===== src/rtl/alu_74181_sequencer.sv =====
`default_nettype none
// alu_74181_sequencer: drives one 4-bit 74181 slice nibble-serially, LSB first, chaining carry via G/P.
// Optional macro ALU_SEQ_BACK_TO_BACK_EN: accept a new request in the same cycle as the response handshake.
// Revision: 1.0
module alu_74181_sequencer #(
  parameter int NIBBLES = 4
) (
  input  logic                 clk_i,
  input  logic                 rst_i,
  input  logic                 req_valid_i,
  output logic                 req_ready_o,
  input  logic [3:0]           req_s_i,
  input  logic                 req_m_i,
  input  logic                 req_carry_i,
  input  logic [4*NIBBLES-1:0] req_a_i,
  input  logic [4*NIBBLES-1:0] req_b_i,
  output logic                 rsp_valid_o,
  input  logic                 rsp_ready_i,
  output logic [4*NIBBLES-1:0] rsp_f_o,
  output logic                 rsp_carry_o,
  output logic                 rsp_equal_o,
  output logic [3:0]           alu_s_o,
  output logic                 alu_m_o,
  output logic                 alu_carry_o,
  output logic [3:0]           alu_a_o,
  output logic [3:0]           alu_b_o,
  input  logic [3:0]           alu_f_i,
  input  logic                 alu_equal_i,
  input  logic                 alu_g_i,
  input  logic                 alu_p_i
);

  localparam int W  = 4*NIBBLES;
  localparam int KW = $clog2(NIBBLES);
  localparam logic [KW-1:0] K_LAST = KW'(NIBBLES-1);

  localparam logic [1:0] ST_IDLE = 2'd0;
  localparam logic [1:0] ST_RUN  = 2'd1;
  localparam logic [1:0] ST_DONE = 2'd2;

  logic [1:0]    r_state;
  logic [1:0]    w_next;
  logic [KW-1:0] r_k;
  logic [3:0]    r_s;
  logic          r_m;
  logic          r_c;
  logic          r_eq;
  logic [W-1:0]  r_a;
  logic [W-1:0]  r_b;
  logic [W-1:0]  r_f;
  logic          w_req_hs;
  logic          w_rsp_hs;

  assign w_req_hs = req_valid_i & req_ready_o;
  assign w_rsp_hs = rsp_valid_o & rsp_ready_i;

  always_ff @(posedge clk_i or posedge rst_i) begin
    if (rst_i) begin
      r_state <= ST_IDLE;
    end else begin
      r_state <= w_next;
    end
  end

  // A request handshake in DONE is only possible when back-to-back mode is built in.
  always_comb begin
    w_next = r_state;
    case (r_state)
      ST_IDLE: if (w_req_hs) w_next = ST_RUN;
      ST_RUN:  if (r_k == K_LAST) w_next = ST_DONE;
      ST_DONE: if (w_rsp_hs) w_next = w_req_hs ? ST_RUN : ST_IDLE;
      default: w_next = ST_IDLE;
    endcase
  end

  always_comb begin
    req_ready_o = 1'b0;
    rsp_valid_o = 1'b0;
    alu_s_o     = 4'd0;
    alu_m_o     = 1'b0;
    alu_carry_o = 1'b0;
    alu_a_o     = 4'd0;
    alu_b_o     = 4'd0;
    case (r_state)
      ST_IDLE: req_ready_o = ~rst_i;
      ST_RUN: begin
        alu_s_o     = r_s;
        alu_m_o     = r_m;
        alu_carry_o = r_c;
        alu_a_o     = r_a[4*r_k +: 4];
        alu_b_o     = r_b[4*r_k +: 4];
      end
      ST_DONE: begin
        rsp_valid_o = 1'b1;
`ifdef ALU_SEQ_BACK_TO_BACK_EN
        req_ready_o = rsp_ready_i & ~rst_i;
`else
        req_ready_o = 1'b0;
`endif
      end
      default: req_ready_o = 1'b0;
    endcase
  end

  always_ff @(posedge clk_i or posedge rst_i) begin
    if (rst_i) begin
      r_k  <= '0;
      r_s  <= 4'd0;
      r_m  <= 1'b0;
      r_c  <= 1'b0;
      r_eq <= 1'b0;
      r_a  <= '0;
      r_b  <= '0;
      r_f  <= '0;
    end else if (w_req_hs) begin
      r_k  <= '0;
      r_s  <= req_s_i;
      r_m  <= req_m_i;
      r_c  <= req_carry_i;
      r_eq <= 1'b1;
      r_a  <= req_a_i;
      r_b  <= req_b_i;
    end else if (r_state == ST_RUN) begin
      r_f[4*r_k +: 4] <= alu_f_i;
      r_eq            <= r_eq & alu_equal_i;
      r_c             <= r_m ? 1'b0 : (alu_g_i | (alu_p_i & r_c));
      if (r_k != K_LAST) r_k <= r_k + 1'b1;
    end
  end

  assign rsp_f_o     = r_f;
  assign rsp_carry_o = r_c;
  assign rsp_equal_o = r_eq;

endmodule
`default_nettype wire


===== config.mk =====
export PLATFORM = sky130hd
export DESIGN_NAME = alu_74181_sequencer
export DESIGN_NICKNAME = d
export VERILOG_FILES = /design/src/rtl/alu_74181_sequencer.sv
export SDC_FILE = /design/constraint.sdc
export NUM_CORES = 1
export LEC_CHECK = 0
export BUFFER_PORTS_ARGS = -buffer_cell sky130_fd_sc_hd__buf_2
export CORE_AREA = 4 4 89 74
export DETAILED_ROUTE_END_ITERATION = 12
export DIE_AREA = 0 0 93 78
export GPL_TIMING_DRIVEN = 0
export PLACE_DENSITY = 0.76
export SYNTH_ARGS = -nofsm -noshare
export SYNTH_HDL_FRONTEND = slang
export SYNTH_SLANG_ARGS = --single-unit

===== constraint.sdc =====
create_clock -name clk_i -period 2.4 [get_ports clk_i]
set_clock_uncertainty 0.1 [all_clocks]
set_input_delay 0.12 -clock clk_i [delete_from_list [all_inputs] [get_ports clk_i]]
set_output_delay 0.12 -clock clk_i [all_outputs]
set_load 0.005 [all_outputs]

==> results.ini, run 1 <==
[status]
status = finished, final reports clean

[timing]
min_period_over_period = 0.9492
final_hold_viol_count = 0
tightest_slew_ns = 0.6258
max_clock_freq_mhz = 439.0
layout_min_cycle_time_ns = 2.278
drv_slew = 0
fin_ws_ns = 0.1220
maxSlewHeadroom = 0.5789
setup_violations = 0
grt_setup_unrepaired = no

[worst_setup_path]
critPathSlowestCell = or4b_1
worst-path-buf-inv = 3
worst_path_most_repeated_cell = buf_6
crit_type = reg -> reg
crit_arrival_ns = 2.39
crit_chain = or4b_1, buf_6, buf_6, nor2_1, a31oi_1, dlygate4sd3_1
critPathTopFamily = buffers and inverters
path_max_fanout = 10
cp_data_required_time_ns = 2.51
critical_path.max_stage_delay_ns = 0.58
critPathLaunchType = flip-flop
worstSetupEndpointType = flip-flop

[grt]
grt_max_degree = 43
grt_antenna_before_repair = 0
grt_use_total = 0.1990
first_global_vias = 2166
grt_pass1_wl_microns = 11040
overflow = 0

[synth]
yosysWarnings = 0
ys_types = 33
ys_ff_latch = 59
syn_avg_cell_area_sq_um = 15.37
syn_inst = 183
synth.cell_area_sq_um = 2813
yosysSeqAreaShare = 0.5249
syn_nets = 237

[route]
antenna_left = 0
drtIter0Drc = 64
wirelength_microns = 6648
vias = 1997
wl_per_cell_microns = 16.21
drc = 0
via_per_inst = 4.871
firstDrtPassIters = 4

[clocking]
numCtsBuffers = 9
cts-root-buf = clkbuf_8
clk_path_buf_depth = 2
clock-sinks = 59
htree_levels = 3
clk_pin_slew_ns = 0.07
clk_latency_ns = 0.32
cts_tree = done

[finish]
drive_above_1_share = 0.4559
multi_input_area_sq_um = 1244
layout.nets = 378
ff_latch_area_sq_um = 1478
fin_area_sq_um = 3986
area_growth_pct = 41.73
antenna_cells = 0
fillerInstances = 417

[placed_design]
placed_area_sq_um = 3344
place_congestion = 0.7741
dp_hpwl_microns = 4288
port_buffers = 82
dpl_worst_slack_ns = -0.1905

[floorplan]
row_count = 25
num_io_pins = 83
die_h_microns = 78
die_w_microns = 93
start_util = 0.4887
coreArea_sq_um = 5756
dieArea_sq_um = 7254

[power]
seqPwrFrac = 0.392
p_comb_frac = 0.449
p_leak_nw = 2.045
p_clk_frac = 0.159
intPower_mw = 3.137
switching_share = 0.3093
switchingPower_mw = 1.405
power.density_nw_per_um2 = 1139
vdd_drop_max_uv = 540.2

[flow_run]
cap_violations = 0

[min_path]
hold_path.class = in -> async

power by group through the flow:
stage | combinational [mW] | sequential, mW | clock (mW)
floorplan | 1.39 | 1.71 | 0
global placement | 1.89 | 1.76 | 0
detailed placement | 1.94 | 1.78 | 0
CTS | 2.03 | 1.77 | 0.752
global route | 2.22 | 1.85 | 0.795
finish | 2.04 | 1.78 | 0.723
logic make-up after synthesis:
kind of cell	count (synthesis)	share of synthesized area
buffers and inverters	12	0.03826
AO/OA/AOI/OAI	23	0.06317
adder cells (fa/ha/maj)	5	0.02224
AND/OR/NAND/NOR	38	0.08808
multiplexers	45	0.2602
flip-flops	59	0.5249
XOR/XNOR	1	0.003114
layer usage:
metal / GRT usage / vias up / part of all wire
met4: 0.06149 / 0 / 0.0050
met1: 0.2657 / 993 / 0.46
met5: 0 / - / 0
met3: 0.04360 / 2 / 0.042
met2: 0.3249 / 53 / 0.49
li1: - / 949 / -
worst min-delay path: cells and delay by family:
kind                   cells  cell delay, ns
buffers and inverters      3            0.99
worst paths after layout:
check / start / end / slack (ns) / cells after the start
worst max-delay path: r_state[1]$_DFFE_PP0P_ / rsp_carry_o$_DFFE_PP0P_ / 0.12 / 6
worst min-delay path: rst_i / rsp_carry_o$_DFFE_PP0P_ / 0.27 / 3
worst max register to register: r_state[1]$_DFFE_PP0P_ / rsp_carry_o$_DFFE_PP0P_ / 0.12 / 6
worst min register to register: rsp_f_o[9]$_DFFE_PP0P_ / rsp_f_o[9]$_DFFE_PP0P_ / 0.40 / 1
max in group asynchronous: rst_i / r_k[0]$_DFFE_PP0P_ / 1.37 / 4
min in group clk_i: rsp_f_o[9]$_DFFE_PP0P_ / rsp_f_o[9]$_DFFE_PP0P_ / 0.40 / 1
area by class of cell:
cell class,count,share of cell area
sequential,59,0.3707
multi-input combinational,112,0.3120
timing repair buffer,130,0.2260
clock buffer,13,0.03484
tap,81,0.02542
buffer,8,0.02354
clock inverter,3,0.003766
inverter,4,0.003766
cell usage in the layout, fill, tap and decap left out, drive strengths merged, types with 4 or more instances in the layout:
| cell type | n |
|---|---|
| inv | 4 |
| mux2 | 37 |
| clkbuf | 15 |
| mux4 | 8 |
| dlygate4sd3 | 47 |
| nand2 | 4 |
| dfrtp | 59 |
| and2 | 15 |
| buf | 89 |
| o21ai | 5 |
| ha | 5 |
| a22o | 15 |
registers in the layout (all words and copies together), names as in the netlist:
name and count:
r_a 16, r_b 16, r_k 2, r_m 1
r_s 4, r_state 2, rsp_carry_o 1, rsp_equal_o 1
rsp_f_o 16
cells in the mapped netlist:
cell type / number / area, sq um
nor4_1: 1 / 6.260
a22o_1: 15 / 131.4
a32o_1: 1 / 10.01
nor3b_1: 1 / 7.510
and2_1: 15 / 93.84
nand2b_1: 1 / 6.260
clkbuf_1: 2 / 7.510
nand2_1: 4 / 15.01
or2b_1: 1 / 7.510
nor4b_2: 1 / 15.01
buf_12: 2 / 40.04
xnor2_1: 1 / 8.760
ha_1: 5 / 62.56
nand3b_1: 3 / 22.52
dfrtp_1: 59 / 1476
mux4_2: 8 / 180.2
inv_1: 4 / 15.01
mux2_1: 1 / 11.26
nor3_1: 1 / 5.000
and2b_1: 1 / 7.510
and3_1: 1 / 6.260
buf_6: 2 / 22.52
buf_4: 1 / 7.510
or4b_1: 1 / 10.01
buf_8: 1 / 15.01
nor4bb_1: 1 / 10.01
mux2_4: 36 / 540.5
a31oi_1: 1 / 6.260
nor2_1: 2 / 7.510
a21oi_1: 1 / 5.000
nor2b_1: 3 / 18.77
o21ai_0: 5 / 25.02
and3b_1: 1 / 8.760
stage by stage:
stage | cells | setup TNS, ns | hold WS, ns | utilization | power, mW
after CTS | 410 | 0 | 0.2418 | 0.6909 | 4.558
after global placement | 346 | -2.090 | 0.2166 | 0.5776 | 3.657
after detailed placement | 347 | -1.377 | 0.04572 | 0.5811 | 3.724
after floorplan | 183 | 0 | 0.1273 | - | 3.103
after global routing | 410 | 0 | 0.2983 | 0.6926 | 4.864
final | 410 | 0 | 0.2663 | 0.6926 | 4.542
repair_timing:
item / in CTS / in global routing
setup endpoints to repair: 11 / 11
pin swaps: 0 / 0
gates resized for setup: 2 / 2
hold buffers: 47 / 0
setup buffers: 0 / 0
hold endpoints to repair: 71 / 0
Note: power is estimated with default switching activity, not from simulation.
==> run 2: changes to the inputs <==
- CELL_PAD_IN_SITES_DETAIL_PLACEMENT: unset -> 1
- CELL_PAD_IN_SITES_GLOBAL_PLACEMENT: unset -> 1
- CORE_AREA: 4 4 89 74 -> 4 4 98 82
- DIE_AREA: 0 0 93 78 -> 0 0 102 86
- SETUP_SLACK_MARGIN: unset -> 0.4
- TNS_END_PERCENT: unset -> 30
==> run 2 against run 1 <==
- die area is 21% higher
- sequential share of layout area is 0.96 points lower
- utilization is 12 points lower
- wire length is 15% higher
- worst hold slack worse by 0.11 ns
- flip-flop and latch count stayed put
- critical endpoint is now alu_a_o[1]
- highest routed layer unchanged
==> results.ini, run 2 (synthesis gave the netlist of run 1 again) <==
[finish]
antenna_cells = 0
fillerInstances = 739
layout.nets = 381
final_common_cell = buf_2
final_cell_mix = buf_2 (82), dfrtp_1 (58), dlygate4sd3_1 (47), mux2_4 (36)
postLayoutCoreUtil = 0.5727
area_growth_pct = 45.51
drive_above_1_share = 0.4819

[power]
power.density_nw_per_um2 = 1170
p_comb_frac = 0.459
seqPwrFrac = 0.376
switchingPower_mw = 1.505
switching_share = 0.3143
p_clk_frac = 0.165
intPower_mw = 3.284
vdd_drop_max_uv = 496.2
p_leak_nw = 2.081

[floorplan]
row_count = 28
num_io_pins = 83
die_w_microns = 102
coreArea_sq_um = 7147
die_h_microns = 86
dieArea_sq_um = 8772
start_util = 0.3936

[worst_setup_path]
crit_arrival_ns = 1.73
cp_data_required_time_ns = 2.18
r2r-start = r_state[1]$_DFFE_PP0P_
worstSetupEndpointType = output pin
critPathLaunchType = flip-flop
path_max_fanout = 10
r2r_end = r_a[12]$_DFFE_PP0P_
r2r_slack_ns = 0.50
reg2reg_depth = 4
crit_type = reg -> out

[timing]
fin_setup_tns_ns = 0
maxSlewHeadroom = 0.6355
layout_min_cycle_time_ns = 1.952
tightest_slew_ns = 0.5459
min_period_over_period = 0.8131
max_clock_freq_mhz = 512.4
setup_violations = 0
final_hold_viol_count = 0
grt_setup_unrepaired = yes
drv_slew = 0

[route]
vias = 2049
via_per_inst = 4.855
drc = 0
antenna_left = 0
firstDrtPassIters = 7
wirelength_microns = 7668
drtIter0Drc = 57
wl_per_cell_microns = 18.17

[min_path]
min_delay_worst_endpoint = rsp_carry_o$_DFFE_PP0P_
hold_path.class = in -> reg
min_path_cells = 4
min-delay-start = alu_p_i

[grt]
first_global_vias = 2386
grt_antenna_before_repair = 0
grt_use_total = 0.1925
grt_pass1_wl_microns = 12680
grt_max_degree = 37
overflow = 0

[clocking]
cts-root-buf = clkbuf_8
cts_tree = done
clock-sinks = 59
numCtsBuffers = 9
htree_levels = 3
clk_pin_slew_ns = 0.06
clk_latency_ns = 0.32
clk_path_buf_depth = 2

[flow_run]
cap_violations = 0

[placed_design]
place_congestion = 0.7740
port_buffers = 82
dp_hpwl_microns = 4823

[status]
status = finished, final reports clean

## run 2: repair_timing
| action | CTS | global route |
|---|---|---|
| hold endpoints to repair | 78 | 0 |
| hold buffers | 47 | 0 |
| pin swaps | 0 | 3 |
| setup buffers | 1 | 2 |
| setup endpoints to repair | 26 | 25 |
| gates resized for setup | 11 | 4 |
## run 2: worst max-delay path by stage
stage                            from                 endpoint  slack (ns)  cells past startpoint
2_1_floorplan      r_k[0]$_DFFE_PP0P_   rsp_f_o[6]$_DFFE_PP0P_        0.41                      6
3_3_place_gp       r_k[0]$_DFFE_PP0P_   rsp_f_o[5]$_DFFE_PP0P_       -0.04                      6
3_5_place_dp       r_k[0]$_DFFE_PP0P_  rsp_f_o[11]$_DFFE_PP0P_       -0.08                      6
4_1_cts            r_k[0]$_DFFE_PP0P_   rsp_f_o[3]$_DFFE_PP0P_        0.42                      6
5_1_grt        r_state[1]$_DFFE_PP0P_               alu_b_o[1]        0.36                      4
6_report           r_k[0]$_DFFE_PP0P_               alu_a_o[1]        0.45                      4
## run 2: critical path, cell delays in order (launching register included)
cell,delay (ns)
dfrtp_2,0.42
buf_8,0.19
mux4_2,0.50
and2_1,0.17
buf_2,0.13
## run 2: cell type report
type | instances | area (sq um) | share of cell area
Sequential cell | 59 | 1478 | 0.3611
Inverter | 4 | 15.01 | 0.003669
Multi-Input combinational cell | 112 | 1280 | 0.3127
Tap cell | 90 | 112.6 | 0.02751
Timing Repair Buffer | 133 | 923.4 | 0.2256
Buffer | 8 | 111.4 | 0.02721
Clock buffer | 14 | 162.7 | 0.03974
Clock inverter | 2 | 10.01 | 0.002446
## run 2: layer usage
layer  up-vias  global-route usage  part of all wire
met5         -                   0                 0
met4         0             0.07747             0.019
met3        11             0.05285             0.046
met2        56              0.3115              0.49
met1      1026              0.2440              0.44
li1        956                   -                 -
## run 2: power groups by stage
stage	registers [mW]	logic [mW]	clock network (mW)
2_1_floorplan	1.71	1.39	0
3_3_place_gp	1.78	1.90	0
3_5_place_dp	1.80	1.96	0
4_1_cts	1.78	2.16	0.825
5_1_grt	1.87	2.42	0.866
6_report	1.80	2.20	0.790
## run 2: stage by stage
step / power [mW] / setup slack [ns] / instance area, sq um / instances / hold slack [ns]
2_1_floorplan: 3.105 / 0.4117 / 2814 / 183 / 0.1273
3_3_place_gp: 3.683 / -0.04349 / 3337 / 355 / 0.2124
3_5_place_dp: 3.766 / -0.08353 / 3357 / 356 / 0.1153
4_1_cts: 4.765 / 0.4219 / 4059 / 420 / 0.1288
5_1_grt: 5.156 / 0.3605 / 4093 / 422 / 0.1964
6_report: 4.789 / 0.4485 / 4093 / 422 / 0.1586
==> run 3: changes to the inputs <==
- ABC_AREA: unset -> 1
- CORE_AREA: 4 4 98 82 -> 4 4 107 89
- DIE_AREA: 0 0 102 86 -> 0 0 111 93
- clock period: 2.4 -> 2 ns (I/O delays scaled with it)
==> run 3 against run 2 <==
- cell count rose by 58%
- die area rose by 18%
- flip-flop and latch count did not move
- design area rose by 14%
- synthesized cell count rose by 120%
- largest cell class unchanged
==> results.ini, run 3 <==
[status]
status = finished, final reports clean

[flow_run]
cap_violations = 0

[worst_setup_path]
critPathTopFamily = flip-flops
crit_arrival_ns = 1.51
critical_path.max_stage_delay_ns = 0.44
cp_data_required_time_ns = 1.80
path_max_fanout = 6
r2r_end = rsp_f_o[11]$_DFFE_PP0P_
critPathSlowestCell = dfrtp_2
reg2reg_depth = 8
critPathLaunchType = flip-flop
r2r-start = r_k[0]$_DFFE_PP0P_
crit_chain = buf_6, buf_8, nand2_4, nand3_2, a21oi_2, buf_2
worstSetupEndpointType = output pin
worst-path-buf-inv = 3
r2r_slack_ns = 0.42
crit_type = reg -> out

[clocking]
htree_levels = 3
clk_latency_ns = 0.35
cts_tree = done
cts-root-buf = clkbuf_8
clk_path_buf_depth = 2
numCtsBuffers = 9
clk_pin_slew_ns = 0.07
clock-sinks = 59

[placed_design]
dp_hpwl_microns = 6028
place_congestion = 0.8396
dpl_worst_slack_ns = -0.7216
port_buffers = 82
placed_area_sq_um = 3598

[timing]
setup_violations = 0
layout_min_cycle_time_ns = 1.714
maxSlewHeadroom = 0.4204
fin_ws_ns = 0.2862
tightest_slew_ns = 0.8646
final_hold_viol_count = 0
drv_slew = 0
max_clock_freq_mhz = 583.5
min_period_over_period = 0.8569
grt_setup_unrepaired = yes

[min_path]
min_delay_worst_endpoint = rsp_carry_o$_DFFE_PP0P_
hold_path.class = in -> reg
min-delay-start = alu_p_i
min_path_cells = 5

[synth]
ys_ff_latch = 59
synth_area_leaders = dfrtp_1 (48%), nand2_1 (16%), inv_1 (11%), o21ai_0 (5.6%), nand3_1 (3.6%)
yosys.area.top_type = dfrtp_1
syn_inst = 397
async_flop_share = 1.000
synth_top_flop_cell = dfrtp_1
synth.top_cell.area_share = 0.4850
yosysWarnings = 0
synth_edf_count = 0
yosysMostFrequentCell = nand2_1
yosys-top-cells-count = nand2_1 (131), inv_1 (88), dfrtp_1 (59)
ys_types = 24
syn_nets = 451
syn_avg_cell_area_sq_um = 7.668
synth.cell_area_sq_um = 3044
yosysSeqAreaShare = 0.4850

[power]
vdd_drop_max_uv = 519.2
intPower_mw = 3.973
p_comb_frac = 0.511
switchingPower_mw = 2.803
p_leak_nw = 2.635
switching_share = 0.4137
power.total_mw = 6.776
power.density_nw_per_um2 = 1453
seqPwrFrac = 0.304
p_clk_frac = 0.185

[route]
wl_per_cell_microns = 15.07
drtIter0Drc = 94
drc = 0
via_per_inst = 4.541
firstDrtPassIters = 4
vias = 3029
wirelength_microns = 10050
antenna_left = 0

[finish]
final_common_cell = nand2_1
fin_area_sq_um = 4663
area_growth_pct = 53.19
layout.nets = 604
final_cell_mix = nand2_1 (119), inv_1 (86), buf_2 (85), dfrtp_1 (56), dlygate4sd3_1 (46)
drive_above_1_share = 0.3315
fillerInstances = 1026
antenna_cells = 0

[floorplan]
row_count = 30
coreArea_sq_um = 8371
die_w_microns = 111
dieArea_sq_um = 10320
start_util = 0.3637
num_io_pins = 83
die_h_microns = 93

[grt]
grt_pass1_wl_microns = 15730
grt_antenna_before_repair = 0
first_global_vias = 3220
overflow = 0
grt_use_total = 0.1909
grt_max_degree = 31

-- run 3: changes by cell type after synthesis, moves of 10 or more --
cell	before	now
nor2_1	2	12
nand2_1	4	131
and2_1	15	0
nand3_1	0	22
o21ai_0	5	34
inv_1	4	88
mux2_4	36	0
a22o_1	15	0
-- run 3: worst max path at each step --
stage / from / to / slack, ns / cells after the start
detailed placement: rst_i / r_s[2]$_DFFE_PP0P_ / -0.72 / 5
finish: r_k[0]$_DFFE_PP0P_ / alu_a_o[1] / 0.29 / 6
global route: r_k[0]$_DFFE_PP0P_ / alu_b_o[1] / 0.24 / 6
global placement: rst_i / r_s[2]$_DFFE_PP0P_ / -0.60 / 5
floorplan: rst_i / r_k[0]$_DFFE_PP0P_ / 0.16 / 6
CTS: r_k[0]$_DFFE_PP0P_ / alu_b_o[2] / 0.29 / 6
-- run 3: logic make-up (layout without fill, tap and decap cells) --
logic type,after synthesis,count (layout),synth area share
flops,59,59,0.4850
buf+inv,105,263,0.1434
simple gates,180,180,0.2651
compound gates,48,48,0.08590
fa+ha+maj,5,5,0.02055
-- run 3: power groups by stage --
stage	Clock [mW]	Combinational, mW	Sequential [mW]
2_1_floorplan	0	1.69	2.02
3_3_place_gp	0	2.43	2.05
3_5_place_dp	0	2.52	2.08
4_1_cts	1.29	2.90	2.05
5_1_grt	1.34	3.83	2.14
6_report	1.26	3.46	2.06
-- run 3: tightest hold or removal path: cells and delay by family --
family,cells,cell delay [ns]
AOI/OAI and AO/OA,1,0.08
buffers and inverters,1,0.07
and+or+nand+nor,3,0.20
-- run 3: area by class of cell --
type / count / area [sq um] / share of cell area
tap: 112 / 140.1 / 0.03005
sequential: 59 / 1480 / 0.3174
timing repair inverter: 2 / 12.51 / 0.002683
timing repair buffer: 140 / 991.0 / 0.2125
inverter: 91 / 352.8 / 0.07566
multi-input combinational: 233 / 1310 / 0.2809
buffer: 14 / 150.1 / 0.03220
clock inverter: 5 / 75.07 / 0.01610
clock buffer: 11 / 151.4 / 0.03247
-- run 3: routing by layer --
layer / GRT usage / up-vias / part of all wire
met5: 0 / - / 0
met4: 0.05026 / 0 / 0.012
met3: 0.04851 / 15 / 0.040
met2: 0.3505 / 67 / 0.52
met1: 0.2230 / 1464 / 0.43
li1: - / 1483 / -
-- run 3: metrics by stage --
stage	setup TNS (ns)	utilization	hold WS [ns]	cells
2_1_floorplan	0	-	0.09608	397
3_3_place_gp	-23.83	0.4299	0.1873	591
3_5_place_dp	-28.49	0.4299	0.1971	591
4_1_cts	0	0.5293	0.007205	663
5_1_grt	0	0.5571	0.05505	667
6_report	0	0.5571	0.03869	667
-- run 3: repair_timing --
item | 4_1_cts | 5_1_grt
gates resized for setup | 24 | 45
cloned | 2 | 1
setup buffers | 7 | 3
hold buffers | 47 | 0
pin swaps | 4 | 20
setup endpoints to repair | 72 | 62
endpoints found under the hold margin | 76 | 0
